`src/rtl/seven_segment_scanner_pkg.sv`:
```
// Shared definitions for the seven-segment scanner: segment codes (active-low
// {dp,g,f,e,d,c,b,a}), digit positions and the digit index type.
package seven_segment_scanner_pkg;

   typedef logic [1:0] digit_idx_t;

   localparam digit_idx_t DIG_SEC0 = 2'd0;
   localparam digit_idx_t DIG_SEC1 = 2'd1;
   localparam digit_idx_t DIG_MIN0 = 2'd2;
   localparam digit_idx_t DIG_MIN1 = 2'd3;

   localparam logic [7:0] SEG_0     = 8'hC0;
   localparam logic [7:0] SEG_1     = 8'hF9;
   localparam logic [7:0] SEG_2     = 8'hA4;
   localparam logic [7:0] SEG_3     = 8'hB0;
   localparam logic [7:0] SEG_4     = 8'h99;
   localparam logic [7:0] SEG_5     = 8'h92;
   localparam logic [7:0] SEG_6     = 8'h82;
   localparam logic [7:0] SEG_7     = 8'hF8;
   localparam logic [7:0] SEG_8     = 8'h80;
   localparam logic [7:0] SEG_9     = 8'h90;
   localparam logic [7:0] SEG_BLANK = 8'hFF;

endpackage

```
`src/rtl/bcd_to_segment.sv`:
```
// Combinational BCD to active-low seven-segment decoder; non-BCD codes are blank.
module bcd_to_segment
   import seven_segment_scanner_pkg::*;
(
   input  logic [3:0] digit_i,
   output logic [7:0] seg_o
);

   always_comb begin
      seg_o = SEG_BLANK;
      case (digit_i)
         4'd0:    seg_o = SEG_0;
         4'd1:    seg_o = SEG_1;
         4'd2:    seg_o = SEG_2;
         4'd3:    seg_o = SEG_3;
         4'd4:    seg_o = SEG_4;
         4'd5:    seg_o = SEG_5;
         4'd6:    seg_o = SEG_6;
         4'd7:    seg_o = SEG_7;
         4'd8:    seg_o = SEG_8;
         4'd9:    seg_o = SEG_9;
         default: seg_o = SEG_BLANK;
      endcase
   end

endmodule

```
`src/rtl/seven_segment_scanner.sv`:
```
// Time-multiplexed 4-digit common-anode display driver with per-frame digit
// snapshot and adjust-mode blinking of the selected digit pair.
module seven_segment_scanner
   import seven_segment_scanner_pkg::*;
#(
   parameter int unsigned SCAN_DIV      = 100000,
   parameter int unsigned BLINK_DIV     = 25000000,
   parameter bit          DP_ON_MINUTE0 = 1'b1
) (
   input  logic       in_clock,
   input  logic       in_reset,
   input  logic [3:0] in_minute1,
   input  logic [3:0] in_minute0,
   input  logic [3:0] in_second1,
   input  logic [3:0] in_second0,
   input  logic       in_adjust,
   input  logic       in_select,
   output logic [3:0] out_anode,
   output logic [7:0] out_seven_segment
);

   localparam int unsigned ScanW  = $clog2(SCAN_DIV);
   localparam int unsigned BlinkW = $clog2(BLINK_DIV);

   logic [ScanW-1:0]  scan_cnt_q, scan_cnt_d;
   logic [BlinkW-1:0] blink_cnt_q, blink_cnt_d;
   logic              phase_q, phase_d;
   digit_idx_t        idx_q, idx_d;
   logic [3:0][3:0]   snap_q, snap_d;
   logic [3:0]        anode_q, anode_d;
   logic [7:0]        seg_q, seg_d;

   logic [3:0] cur_digit;
   logic [7:0] dec_seg;
   logic       blank;

   always_ff @(posedge in_clock) begin
      if (in_reset) begin
         scan_cnt_q  <= '0;
         blink_cnt_q <= '0;
         phase_q     <= 1'b0;
         idx_q       <= DIG_SEC0;
         snap_q      <= '0;
         anode_q     <= 4'hF;
         seg_q       <= SEG_BLANK;
      end else begin
         scan_cnt_q  <= scan_cnt_d;
         blink_cnt_q <= blink_cnt_d;
         phase_q     <= phase_d;
         idx_q       <= idx_d;
         snap_q      <= snap_d;
         anode_q     <= anode_d;
         seg_q       <= seg_d;
      end
   end

   always_comb begin
      scan_cnt_d = scan_cnt_q + 1'b1;
      idx_d      = idx_q;
      snap_d     = snap_q;
      if (scan_cnt_q == ScanW'(SCAN_DIV - 1)) begin
         scan_cnt_d = '0;
         idx_d      = digit_idx_t'(idx_q + 2'd1);
         // Capture a coherent frame only as the last digit hands over to the first.
         if (idx_q == DIG_MIN1) begin
            snap_d = {in_minute1, in_minute0, in_second1, in_second0};
         end
      end
   end

   always_comb begin
      blink_cnt_d = blink_cnt_q + 1'b1;
      phase_d     = phase_q;
      if (blink_cnt_q == BlinkW'(BLINK_DIV - 1)) begin
         blink_cnt_d = '0;
         phase_d     = ~phase_q;
      end
   end

   assign cur_digit = snap_q[idx_q];

   bcd_to_segment u_decoder (
      .digit_i (cur_digit),
      .seg_o   (dec_seg)
   );

   always_comb begin
      blank = 1'b0;
      if (in_adjust && phase_q) begin
         if (in_select) begin
            blank = (idx_q == DIG_SEC0) || (idx_q == DIG_SEC1);
         end else begin
            blank = (idx_q == DIG_MIN0) || (idx_q == DIG_MIN1);
         end
      end
   end

   always_comb begin
      anode_d = ~(4'b0001 << idx_q);
      seg_d   = dec_seg;
      if (blank) begin
         seg_d = SEG_BLANK;
      end else if (DP_ON_MINUTE0 && (idx_q == DIG_MIN0)) begin
         seg_d[7] = 1'b0;
      end
   end

   assign out_anode         = anode_q;
   assign out_seven_segment = seg_q;

endmodule

```
`config.mk`:
```
export PLATFORM = sky130hd
export DESIGN_NAME = seven_segment_scanner
export DESIGN_NICKNAME = d
export VERILOG_FILES = /design/src/rtl/seven_segment_scanner_pkg.sv /design/src/rtl/bcd_to_segment.sv /design/src/rtl/seven_segment_scanner.sv
export SDC_FILE = /design/constraint.sdc
export NUM_CORES = 1
export LEC_CHECK = 0
export BUFFER_PORTS_ARGS = -buffer_cell sky130_fd_sc_hd__buf_4
export CAP_MARGIN = 20
export CORE_UTILIZATION = 55
export DETAILED_ROUTE_END_ITERATION = 10
export GPL_ROUTABILITY_DRIVEN = 0
export GPL_TIMING_DRIVEN = 0
export PLACE_DENSITY_LB_ADDON = 0.15
export SYNTH_ARGS = -nofsm -noshare
export SYNTH_HDL_FRONTEND = slang
export SYNTH_SLANG_ARGS = --single-unit
```
`constraint.sdc`:
```
create_clock -name in_clock -period 2.9 [get_ports in_clock]
set_input_delay 0.435 -clock in_clock [delete_from_list [all_inputs] [get_ports in_clock]]
set_output_delay 0.435 -clock in_clock [all_outputs]
set_load 0.01 [all_outputs]
```
==> results of run 1 <==
-- logic make-up (layout without fill, tap and decap cells) --
kind of cell	Yosys count	count (layout)
muxes	23	23
buffers and inverters	26	73
and+or+nand+nor	162	162
xor gates and xnor gates	27	27
adders and majority gates	11	11
AOI/OAI and AO/OA	39	39
DFF	73	73
-- state kept, by name, summed over array words and instances, names as in the netlist --
name	cells
blink_cnt_q	25
phase_q	1
snap_q	16
scan_cnt_q	17
idx_q	2
out_anode	4
out_seven_segment	8
-- worst paths after layout --
kind	endpoint	slack, ns	start	cells past startpoint
min	snap_q[11]$_SDFFE_PP0P_	0.34	in_minute0[3]	3
min reg2reg	scan_cnt_q[0]$_SDFF_PP0_	0.45	scan_cnt_q[0]$_SDFF_PP0_	1
max	out_seven_segment[0]$_SDFF_PP1_	0.53	idx_q[0]$_SDFFE_PP0N_	7
max reg2reg	out_seven_segment[0]$_SDFF_PP1_	0.53	idx_q[0]$_SDFFE_PP0N_	7
-- critical path: cells and delay by family (launching register included) --
family                     cells  cell delay [ns]
and+or+nand+nor                2             0.69
buffers and inverters          2             0.49
AOI/OAI and AO/OA              2             0.47
DFF                            1             0.37
adders and majority gates      1             0.24
-- power breakdown --
part / internal, uW / leakage [uW] / switching, uW
clock: 418 / 0.0000953 / 370
combinational: 44.8 / 0.000752 / 37.5
sequential: 1010 / 0.000592 / 6.93
total: 1480 / 0.00144 / 414
-- per-layer routing --
| layer | vias up | global-route usage [%] |
|---|---|---|
| li1 | 1349 | - |
| met1 | 1226 | 26.7 |
| met2 | 48 | 33.4 |
| met3 | 12 | 6.40 |
| met4 | 0 | 11.3 |
| met5 | - | 0 |
-- through the flow --
step / utilization (%) / power, uW / area (sq um) / instances
floorplan: - / 1090 / 3420 / 361
global placement: 62.8 / 1130 / 3740 / 467
detailed placement: 62.8 / 1130 / 3740 / 467
CTS: 66.1 / 1910 / 3940 / 483
global route: 66.1 / 1960 / 3940 / 483
finish: 66.1 / 1890 / 3940 / 483
-- layout by cell type, fill, tap and decap left out, types with 3 or more instances in the layout --
cell type,instances
clkbuf_8,10
or4_1,8
clkbuf_1,8
dfxtp_1,73
nand2b_1,37
inv_1,10
nand3_1,14
and4_1,4
xor2_1,19
o21ai_0,14
buf_2,3
buf_4,34
mux2i_1,19
xnor2_1,8
or3_1,6
a21oi_1,14
nand2_1,19
o31ai_1,8
buf_6,3
nor2_1,33
and3_1,7
mux4_2,4
ha_1,11
nand4_1,13
-- area by class of cell --
class | count | share of cell area [%]
well taps | 75 | 2.38
flip-flops and latches | 73 | 37.1
clock inverters | 5 | 1.40
inverters | 10 | 0.953
plain buffers | 16 | 2.48
repair buffers | 31 | 5.91
multi-input cells | 262 | 46.2
clock buffers | 11 | 3.59
==> flow_summary.ini, run 1 <==
[clock_tree]
cts_inserted_buffers = 9
cts.repair.resized = 0
cts_root_buf = clkbuf_8
postCtsSetupBuffers = 0
clk_latency_ns = 0.35
cts.sink_count = 73
clock_tree.htree_level_count = 3
clk_pin_slew_worst_paths_ns = 0.08
clockBufferDepth = 2
clock_tree_from_tritoncts = done
cts_hold_buffers = 0

[setup_path]
worstSetupStartpointType = flop
crit_path_max_incr_delay_ns = 0.43
worstPathRequired_ns = 3.13
path_max_fanout = 5
crit_chain = clkbuf_1, inv_1, ha_1, or3b_2, a41oi_1, and2_1, o21ai_0
crit_path_end_kind = flop
worst_path_max_delay_cell = or3b_2
timing.setup.critical_path_class = reg2reg
arrival_time_of_data_at_the_critical_path_endpoint_ns = 2.60

[die]
die_area_sq_um = 6530
ioPinCount = 32
start_util_pct = 57.4
core_region_area_sq_um = 5960
vertical_die_dimension_um = 80.8
die_w_um = 80.8
rows = 28

[synth]
share_of_yosys_cell_area_claimed_by_the_top_area_cell_type_pct = 42.8
post_synth_fa_ha_maj_area_fraction_pct = 4.03
synth_area_leaders = dfxtp_1, nand2b_1, mux2i_1, xor2_1, ha_1
number_of_library_cell_types_mapped_by_synthesis = 41
synth_enable_flop_cells = 0
postSynthRegisterBits = 73
synth_area_leader_cell = dfxtp_1
mappedNetlistNets = 392
ys.warnings.count = 0
synth-main-ff-cell = dfxtp_1
synthMostInstantiatedCell = dfxtp_1
synthSimpleGateAreaFrac_pct = 27.4
mappedNetlistArea_sq_um = 3420
synth-compound-area-share_pct = 6.67
syn-mean-instance-area_sq_um = 9.46
synthXorXnorAreaFrac_pct = 6.92
sequential_fraction_of_the_synthesis_area_pct = 42.8
synthArstFlopShare_pct = 0
synthMuxAreaShare_pct = 8.21
netlist_top_cells_count = dfxtp_1, nand2b_1, nor2_1
synthCells = 361
dominant_combinational_cell_family_by_area_after_synthesis = simple AND/OR/NAND/NOR gates

[timing]
number_of_max_slew_violations_in_the_final_report = 0
layout_worst_path_cycle_share_pct = 81.8
min_setup_slack_post_route_ns = 0.528
setup_viol = 0
slew-limit-headroom_pct = 75.9
period_minus_slack_ns = 2.37
hold_slack_ns = 0.343
hold_viol_final = 0
max_freq_ghz = 0.422
fin_setup_tns_ns = 0
worst-slew-pin-transition_ns = 0.357
unrepaired_setup_endpoints_after_global_routing = no
finClkSkew_ns = 0.0115

[detailed_routing]
detailroute.wirelength.met2_um = 2950
dr.max_layer_used = met4
routedWlPerCell_um = 13.1
ant_nets = 0
wl_met1_um = 2980
drt_wl_total_um = 6340
num_vias = 2635
routed-wl-met3_um = 262
drt-vias-per-instance = 5.46
drt_drc_violations_left = 0
firstDrtPassIters = 4
initialDrtViolationCount = 172

[power]
powerDensity_nw_per_um2 = 480
ir_worst_vdd_mv = 0.308
cellLeakagePower_uw = 0.00144

[finish]
num_antenna_cells = 0
drive_above_1_share_pct = 16.7
area_growth_synth_to_finish_pct = 15.3
design.final.nets = 434
fillers = 509
sequential_cell_area_sq_um = 1460
multiInputGateArea_sq_um = 1820

[grt]
maximum_number_of_pins_on_one_net_before_global_route_repair = 13
grt_pass1_wl_um = 10600
antenna_found_initial = 0
grt_use_total_pct = 21.4
grt_pass1_vias = 2407
gr-total-overflow = 0

[run]
cap_viol_max_count = 0

[min_path]
hold_path.class = in2reg

[placed_design]
buffer_ports.inserted = 31
place_worst_setup_slack_ns = 0.500
hpwl_um = 4660

[run_status]
run_status = completed
No activity file was read; power rests on OpenSTA's default activity.
==> inputs of run 2 (changes only) <==
==> constraint.sdc (replaced) <==
create_clock -name in_clock -period 2.4 [get_ports in_clock]
set_input_delay 0.36 -clock in_clock [delete_from_list [all_inputs] [get_ports in_clock]]
set_output_delay 0.36 -clock in_clock [all_outputs]
set_load 0.01 [all_outputs]
==> run 2 against run 1 <==
Clock-buffer cell count is the same. Total power is 21% higher. Highest routed layer unchanged. Largest cell class unchanged. Hold slack worse by 0.075 ns. Via count down 0.27%. Register-to-register slack worse by 0.33 ns. Critical path type unchanged.
==> flow_summary.ini, run 2 (synthesized netlist as in run 1, its figures left out) <==
[timing]
period_minus_slack_ns = 2.20
unrepaired_setup_endpoints_after_global_routing = no
worst-slew-pin-transition_ns = 0.357
layout_worst_path_cycle_share_pct = 91.8
slew-limit-headroom_pct = 75.9
setup_viol = 0
max_freq_ghz = 0.454
number_of_max_slew_violations_in_the_final_report = 0
finClkSkew_ns = 0.0112
hold_viol_final = 0

[finish]
largest_register_ffs = 25
num_antenna_cells = 0
layout.core_utilization_pct = 66.2
layout_common_cells = dfxtp_1, nand2b_1, buf_4
fillers = 508
area_growth_synth_to_finish_pct = 15.4
design.final.nets = 434
regMostFlops = blink_cnt_q
biggestRegsByFlops = blink_cnt_q (25), scan_cnt_q (17), snap_q (16)
drive_above_1_share_pct = 17.2
fin_cells = 483
mostFrequentLayoutCell = dfxtp_1

[clock_tree]
cts_hold_buffers = 0
postCtsSetupBuffers = 0
cts_inserted_buffers = 9
cts.sink_count = 73
clock_tree_from_tritoncts = done
cts.repair.resized = 1
clockBufferDepth = 2
clk_pin_slew_worst_paths_ns = 0.08
clk_latency_ns = 0.35
cts_root_buf = clkbuf_8
clock_tree.htree_level_count = 3

[grt]
grt_pass1_vias = 2407
antenna_found_initial = 0
grt_pass1_wl_um = 10600
grt_use_total_pct = 21.4
gr-total-overflow = 0
maximum_number_of_pins_on_one_net_before_global_route_repair = 13

[power]
p_sw_uw = 499
switching_share_pct = 21.9
p_clk_share_pct = 41.6
p_int_uw = 1780
cellLeakagePower_uw = 0.00145
ir_worst_vdd_mv = 0.372
combinational_fraction_of_design_power_pct = 4.4
pwr-share-seq_pct = 54.0
power.total_uw = 2280
powerDensity_nw_per_um2 = 579

[detailed_routing]
drt-vias-per-instance = 5.44
drt_drc_violations_left = 0
firstDrtPassIters = 4
num_vias = 2628
initialDrtViolationCount = 172
routedWlPerCell_um = 13.2
ant_nets = 0
drt_wl_total_um = 6360

[setup_path]
arrival_time_of_data_at_the_critical_path_endpoint_ns = 2.43
path_max_fanout = 5
crit_path_end_kind = flop
worstSetupStartpointType = flop
timing.setup.critical_path_class = reg2reg
worstPathRequired_ns = 2.63

[run]
cap_viol_max_count = 0

[placed_design]
hpwl_um = 4660
buffer_ports.inserted = 31
placed_cells_incl_taps = 467

[die]
die_w_um = 80.8
core_region_area_sq_um = 5960
die_area_sq_um = 6530
ioPinCount = 32
vertical_die_dimension_um = 80.8
start_util_pct = 57.4
rows = 28

[run_status]
run_status = completed

[min_path]
hold_path.class = in2reg
[run 2: power by group through the flow]
stage                     logic (uW)  clock network, uW  registers [uW]
final                           99.7                950            1230
after global routing             110               1020            1240
after CTS                        100                972            1230
after detailed placement         100                  0            1260
after global placement          98.7                  0            1260
after floorplan                 49.7                  0            1260
[run 2: worst paths after layout]
| check | slack (ns) | cells past startpoint | end | startpoint |
|---|---|---|---|---|
| setup / recovery | 0.20 | 7 | out_seven_segment[0]$_SDFF_PP1_ | idx_q[0]$_SDFFE_PP0N_ |
| hold / removal | 0.27 | 3 | snap_q[11]$_SDFFE_PP0P_ | in_minute0[3] |
| setup reg to reg | 0.20 | 7 | out_seven_segment[0]$_SDFF_PP1_ | idx_q[0]$_SDFFE_PP0N_ |
| hold reg to reg | 0.45 | 1 | scan_cnt_q[0]$_SDFF_PP0_ | scan_cnt_q[0]$_SDFF_PP0_ |
[run 2: area by class of cell]
class	instances	area, sq um	area share (%)
well taps	75	93.8	2.38
multi-input cells	262	1820	46.2
inverters	10	37.5	0.952
plain buffers	16	100	2.54
clock buffers	11	141	3.59
flip-flops and latches	73	1460	37.1
repair buffers	31	233	5.90
clock inverters	5	55.1	1.40
[run 2: stage by stage]
| stage | area [sq um] | hold slack, ns | TNS [ns] | setup WS [ns] |
|---|---|---|---|---|
| after floorplan | 3420 | 0.413 | 0 | 0.364 |
| after global placement | 3740 | 0.426 | 0 | 0.0462 |
| after detailed placement | 3740 | 0.451 | -0.000442 | -0.000442 |
| after CTS | 3940 | 0.255 | 0 | 0.0406 |
| after global routing | 3940 | 0.265 | 0 | 0.0408 |
| final | 3940 | 0.268 | 0 | 0.197 |
[run 2: worst max-delay path: stages, from the launching register on]
cell and delay, ns:
dfxtp_1 0.36, clkbuf_2 0.22, inv_1 0.12, ha_1 0.22, or3b_2 0.43, a41oi_1 0.37
and2_1 0.26, o21ai_0 0.10
[run 2: metal layers]
layer	global-route usage [%]	vias up	part of all wire, %
li1	-	1348	-
met1	26.7	1222	47
met2	33.4	46	47
met3	6.40	12	4.1
met4	11.3	0	2.3
met5	0	-	0
